==> config.mk <==
export PLATFORM = sky130hd
export DESIGN_NAME = axi_burst_beat_sequencer
export DESIGN_NICKNAME = d
export VERILOG_FILES = /design/src/rtl/axi_burst_beat_sequencer.sv
export SDC_FILE = /design/constraint.sdc
export NUM_CORES = 1
export LEC_CHECK = 0
export ABC_AREA = 0
export CAP_MARGIN = 40
export CORE_MARGIN = 2
export CORE_UTILIZATION = 56
export DETAILED_ROUTE_END_ITERATION = 12
export PLACE_DENSITY = 0.9
export SLEW_MARGIN = 20
export SYNTH_ARGS = -nofsm -noshare
export SYNTH_HDL_FRONTEND = slang
export SYNTH_SLANG_ARGS = --single-unit
==> constraint.sdc <==
create_clock -name clk_i -period 4.9 [get_ports clk_i]
set_clock_uncertainty 0.05 [all_clocks]
set_input_delay 0.98 -clock clk_i [delete_from_list [all_inputs] [get_ports clk_i]]
set_output_delay 0.98 -clock clk_i [all_outputs]
set_load 0.02 [all_outputs]
==> src/rtl/axi_burst_beat_sequencer.sv <==
// Splits one AXI-style burst into single-beat commands and collapses per-beat responses into one in-order response per burst; optional counters under BURST_BEAT_SEQ_STATS_EN.
// Latency: first beat 1 cycle after cmd handshake; collapsed response is combinational from the final beat response.
// Backpressure: cmd stalls while issuing or when the length FIFO is full; the final beat response waits on out_ready_i.

module sync_fifo #(
   parameter int Width = 8,
   parameter int Depth = 4
) (
   input  logic                       clk_i,
   input  logic                       rst_i,
   input  logic                       push_vld,
   input  logic [Width-1:0]           push_dat,
   input  logic                       pop_vld,
   output logic [Width-1:0]           pop_dat,
   output logic                       full,
   output logic                       empty,
   output logic [$clog2(Depth+1)-1:0] count
);
   localparam int PtrW = $clog2(Depth);
   localparam int CntW = $clog2(Depth+1);

   logic [Width-1:0] mem [Depth];
   logic [PtrW-1:0]  wr_ptr;
   logic [PtrW-1:0]  rd_ptr;
   logic             do_push;
   logic             do_pop;

   assign full    = (count == CntW'(Depth));
   assign empty   = (count == '0);
   assign do_push = push_vld && !full;
   assign do_pop  = pop_vld && !empty;
   assign pop_dat = mem[rd_ptr];

   always_ff @(posedge clk_i or posedge rst_i) begin
      if (rst_i) begin
         wr_ptr <= '0;
         rd_ptr <= '0;
         count  <= '0;
      end else begin
         if (do_push) wr_ptr <= wr_ptr + PtrW'(1);
         if (do_pop)  rd_ptr <= rd_ptr + PtrW'(1);
         if (do_push && !do_pop)      count <= count + CntW'(1);
         else if (!do_push && do_pop) count <= count - CntW'(1);
      end
   end

   always_ff @(posedge clk_i) begin
      if (do_push) mem[wr_ptr] <= push_dat;
   end
endmodule

module axi_burst_beat_sequencer #(
   parameter int AddrWidth = 32,
   parameter int IdWidth   = 4,
   parameter int DataWidth = 64,
   parameter int MaxTxns   = 4
) (
   input  logic                         clk_i,
   input  logic                         rst_i,
   input  logic                         cmd_valid_i,
   output logic                         cmd_ready_o,
   input  logic [IdWidth-1:0]           cmd_id_i,
   input  logic [AddrWidth-1:0]         cmd_addr_i,
   input  logic [7:0]                   cmd_len_i,
   input  logic [2:0]                   cmd_size_i,
   input  logic [1:0]                   cmd_burst_i,
   output logic                         beat_valid_o,
   input  logic                         beat_ready_i,
   output logic [IdWidth-1:0]           beat_id_o,
   output logic [AddrWidth-1:0]         beat_addr_o,
   output logic                         beat_last_o,
   input  logic                         rsp_valid_i,
   output logic                         rsp_ready_o,
   input  logic                         rsp_err_i,
   output logic                         out_valid_o,
   input  logic                         out_ready_i,
   output logic                         out_err_o,
   output logic [$clog2(MaxTxns+1)-1:0] outstanding_o,
   output logic                         busy_o
`ifdef BURST_BEAT_SEQ_STATS_EN
   ,
   output logic [31:0]                  stat_beats_o,
   output logic [15:0]                  stat_errs_o
`endif
);
   localparam int MaxSize = $clog2(DataWidth/8);

   typedef enum logic {IDLE, ISSUE} state_t;
   typedef enum logic [1:0] {MODE_FIXED, MODE_INCR, MODE_WRAP} mode_t;

   state_t               state;
   mode_t                mode_q;
   mode_t                mode_d;
   logic [IdWidth-1:0]   id_q;
   logic [AddrWidth-1:0] addr_q;
   logic [AddrWidth-1:0] step;
   logic [AddrWidth-1:0] wrap_mask;
   logic [AddrWidth-1:0] incr_addr;
   logic [AddrWidth-1:0] next_addr;
   logic [7:0]           len_q;
   logic [7:0]           beat_cnt;
   logic [7:0]           rsp_cnt;
   logic [7:0]           head_len;
   logic [2:0]           size_q;
   logic [2:0]           size_sat;
   logic                 sticky;
   logic                 wrap_len_ok;
   logic                 fifo_full;
   logic                 fifo_empty;
   logic                 cmd_hs;
   logic                 beat_hs;
   logic                 rsp_final;
   logic                 out_hs;

   // Burst type is resolved once at accept time so the beat loop only sees three modes.
   assign size_sat    = (cmd_size_i > 3'(MaxSize)) ? 3'(MaxSize) : cmd_size_i;
   assign wrap_len_ok = cmd_len_i inside {8'd1, 8'd3, 8'd7, 8'd15};

   always_comb begin
      case (cmd_burst_i)
         2'd1:    mode_d = MODE_INCR;
         2'd2:    mode_d = wrap_len_ok ? MODE_WRAP : MODE_INCR;
         default: mode_d = MODE_FIXED;
      endcase
   end

   assign step      = AddrWidth'(1) << size_q;
   assign wrap_mask = ((AddrWidth'(len_q) + AddrWidth'(1)) << size_q) - AddrWidth'(1);
   assign incr_addr = addr_q + step;

   always_comb begin
      case (mode_q)
         MODE_INCR: next_addr = incr_addr;
         MODE_WRAP: next_addr = (addr_q & ~wrap_mask) | (incr_addr & wrap_mask);
         default:   next_addr = addr_q;
      endcase
   end

   assign cmd_ready_o  = !rst_i && (state == IDLE) && !fifo_full;
   assign cmd_hs       = cmd_valid_i && cmd_ready_o;
   assign beat_valid_o = (state == ISSUE);
   assign beat_hs      = beat_valid_o && beat_ready_i;
   assign beat_id_o    = id_q;
   assign beat_addr_o  = addr_q;
   assign beat_last_o  = beat_valid_o && (beat_cnt == len_q);

   always_ff @(posedge clk_i or posedge rst_i) begin
      if (rst_i) begin
         state    <= IDLE;
         id_q     <= '0;
         addr_q   <= '0;
         len_q    <= '0;
         size_q   <= '0;
         mode_q   <= MODE_FIXED;
         beat_cnt <= '0;
      end else begin
         case (state)
            IDLE: begin
               if (cmd_hs) begin
                  id_q     <= cmd_id_i;
                  addr_q   <= cmd_addr_i;
                  len_q    <= cmd_len_i;
                  size_q   <= size_sat;
                  mode_q   <= mode_d;
                  beat_cnt <= '0;
                  state    <= ISSUE;
               end
            end
            ISSUE: begin
               if (beat_hs) begin
                  if (beat_cnt == len_q) begin
                     state <= IDLE;
                  end else begin
                     beat_cnt <= beat_cnt + 8'd1;
                     addr_q   <= next_addr;
                  end
               end
            end
            default: state <= IDLE;
         endcase
      end
   end

   sync_fifo #(
      .Width (8),
      .Depth (MaxTxns)
   ) u_len_fifo (
      .clk_i    (clk_i),
      .rst_i    (rst_i),
      .push_vld (cmd_hs),
      .push_dat (cmd_len_i),
      .pop_vld  (out_hs),
      .pop_dat  (head_len),
      .full     (fifo_full),
      .empty    (fifo_empty),
      .count    (outstanding_o)
   );

   // Non-final beats are absorbed unconditionally; only the final one waits for the consumer.
   assign rsp_final   = (rsp_cnt == head_len);
   assign rsp_ready_o = !fifo_empty && (!rsp_final || out_ready_i);
   assign out_valid_o = !fifo_empty && rsp_final && rsp_valid_i;
   assign out_err_o   = out_valid_o && (sticky || rsp_err_i);
   assign out_hs      = out_valid_o && out_ready_i;
   assign busy_o      = (state != IDLE) || !fifo_empty;

   always_ff @(posedge clk_i or posedge rst_i) begin
      if (rst_i) begin
         rsp_cnt <= '0;
         sticky  <= 1'b0;
      end else if (out_hs) begin
         rsp_cnt <= '0;
         sticky  <= 1'b0;
      end else if (rsp_valid_i && rsp_ready_o) begin
         rsp_cnt <= rsp_cnt + 8'd1;
         sticky  <= sticky || rsp_err_i;
      end
   end

`ifdef BURST_BEAT_SEQ_STATS_EN
   always_ff @(posedge clk_i or posedge rst_i) begin
      if (rst_i) begin
         stat_beats_o <= '0;
         stat_errs_o  <= '0;
      end else begin
         if (beat_hs && (stat_beats_o != '1))          stat_beats_o <= stat_beats_o + 32'd1;
         if (out_hs && out_err_o && (stat_errs_o != '1)) stat_errs_o <= stat_errs_o + 16'd1;
      end
   end
`endif
endmodule
==> impl_metrics.json <==
{
  "synth.area.top_cells": "dfrtp_1 (26%), edfxtp_1 (13%), nand2_1 (4.4%)",
  "routed_wl_um": 18800,
  "placedCellCount": 1020,
  "syn_inst": 773,
  "slew_headroom_pct": 45.0,
  "clock_latency_ns": 0.36,
  "cts_root_buffer": "clkbuf_16",
  "synth-main-ff-cell": "dfrtp_1",
  "numClockSinks": 106,
  "gp_congestion": 0.925,
  "final_common_cell": "clkdlybuf4s50_1",
  "synth_top_area_share_pct": 25.8,
  "drc": 0,
  "syn-cell-area_mm2": 0.00718,
  "crit_arrival_ns": 3.31,
  "initial_core_util_pct": 57.1,
  "ir_drop_uv": 382,
  "vias": 6541,
  "grt_pass1_wl_um": 29900,
  "reg2reg_from": "size_q[1]",
  "async_flop_share_pct": 69.8,
  "dieWidth_um": 117,
  "cts.path.max_buffers": 2,
  "r2r_setup_slack_ns": 0.72,
  "cts_tree": "yes",
  "nFillCells": 977,
  "min_path_type": "register to register",
  "path_class": "register to primary output",
  "final_cells": 1036,
  "coreArea_mm2": 0.0126,
  "groute.usage.overall_pct": 27.9,
  "most-common-layout-cells": "clkdlybuf4s50_1 (101), nand2_1 (85), dfrtp_1 (73)",
  "finalCriticalPeriod_ns": 4.34,
  "max_freq_mhz": 231,
  "min_path_cells": 2,
  "seqCellArea_mm2": 0.00281,
  "worstPathRequired_ns": 3.87,
  "diodes": 0,
  "dpl.hpwl_um": 13500,
  "synth_area_leader_cell": "dfrtp_1",
  "endpoint_kind": "primary output",
  "ys_ff_latch": 106,
  "initialDrtViolationCount": 686,
  "ant_nets": 0,
  "worstPathMaxFanout": 10,
  "die-area_mm2": 0.0137,
  "ios": 102,
  "cts.repair.resized": 0,
  "setup_tns_ns": 0,
  "synth_edf_count": 32,
  "status": "complete, no violations",
  "hold_viol_final": 0,
  "yosys_warnings": 0,
  "port-buffer-count": 101,
  "antenna_found_initial": 0,
  "htreeDepth": 3,
  "p_per_area_mw_per_mm2": 629,
  "fin_ws_ns": 0.564,
  "post_cts_buffers": 0,
  "setup.worst_path.start": "u_len_fifo.rd_ptr[0]",
  "multi_input_area_mm2": 0.00403,
  "rows": 41,
  "grt_start_max_net_pins": 48,
  "fin_area_mm2": 0.00859,
  "max-cap-violations": 0,
  "holdCritStartpoint": "beat_id_o[2]",
  "synth.distinct_cells": 90,
  "fin_nets": 937,
  "avgSynthCellArea_um2": 9.28,
  "drive_gt1_share_pct": 7.87,
  "start_kind": "register",
  "worst_slew_pin_slew_ns": 0.826,
  "dp_slack_ns": 0.863,
  "drv_slew": 0,
  "power.leakage_nw": 3.33,
  "setup_violations": 0,
  "overflow": 0,
  "ys_seq_area_share_pct": 39.2,
  "firstDrtPassIters": 5,
  "synth_nets": 851,
  "post-route-util_pct": 68.3,
  "power_mw": 5.40,
  "cts_buffers": 9,
  "wl_per_cell_um": 18.1,
  "holdWs_ns": 0.441,
  "rsz0062_at_grt": "no",
  "clkSlewWorstSetupHoldPaths_ns": 0.07,
  "min_period_over_period_pct": 88.5,
  "postPlaceCellArea_mm2": 0.00829,
  "die_h_um": 117,
  "worst_r2r_path_depth": 15,
  "grt_pass1_vias": 6062,
  "ctsHoldBuffers": 0,
  "area_delta_synth_final_pct": 19.7,
  "vias_per_cell": 6.31
}
-- critical path, cell delays in order (launching register included) --
cell             delay [ns]
dfrtp_1                0.72
mux4_2                 0.62
xnor2_1                0.27
nand4_1                0.25
nor3_1                 0.33
o21a_1                 0.17
clkdlybuf4s50_1        0.59
-- power breakdown --
part           internal (mW)  total [mW]  switching, mW
Clock                  0.398       0.737          0.339
Combinational           1.32        3.05           1.73
Sequential              1.17        1.62          0.443
-- layer usage --
layer,vias up,part of all wire [%],GRT usage [%]
met5,-,0,0
met4,0,3.0,12.3
met3,55,6.4,3.24
met2,330,48,44.7
met1,3130,43,38.6
li1,3026,-,-
-- cell usage after synthesis, types with 3 or more instances --
cell type,instances
nand2_1,85
dfrtp_1,74
nor2_1,71
o21ai_0,48
a21oi_1,36
xnor2_1,35
edfxtp_1,32
nand3_1,28
inv_1,27
nor3_1,21
ha_1,20
and3_1,19
clkbuf_1,18
xor2_1,15
nand4_1,11
o22ai_1,11
a211oi_1,10
a31oi_1,10
and2_1,9
mux2i_1,9
nand2b_1,9
buf_4,8
mux4_2,8
nor2b_1,8
o21a_1,8
a21o_1,6
a22o_1,6
buf_2,6
mux2_2,6
a311oi_1,5
buf_6,5
nand3b_1,5
nor4_1,5
or3_1,5
a2bb2oi_1,4
o211ai_1,4
o22a_1,4
a211o_1,3
a22oi_1,3
a41oi_1,3
and4_1,3
o32ai_1,3
or4_1,3
-- logic make-up (layout without fill, tap and decap cells) --
family	count (synthesis)	in the layout	share of synthesized area, %
AND/OR/NAND/NOR	296	296	20.6
XOR/XNOR	51	51	6.33
buffers and inverters	69	160	4.66
flip-flops	106	106	39.2
adder cells (fa/ha/maj)	22	22	4.05
AO/OA/AOI/OAI	206	206	20.4
multiplexers	23	23	4.71
-- cell type report --
cell class / instances / share of cell area, %
multi-input cells: 598 / 46.9
clock inverters: 6 / 0.772
flip-flops and latches: 106 / 32.8
clock buffers: 10 / 2.67
well taps: 172 / 2.51
repair buffers: 114 / 13.1
inverters: 30 / 1.31
-- worst paths after layout --
kind                                              end
setup / recovery                            out_err_o
hold / removal                           beat_id_o[2]
setup reg to reg                             register
hold reg to reg                          beat_id_o[2]
max in group asynchronous  asynchronous set/reset pin
min in group asynchronous         u_len_fifo.count[1]
(Power assumes the default switching activity.)
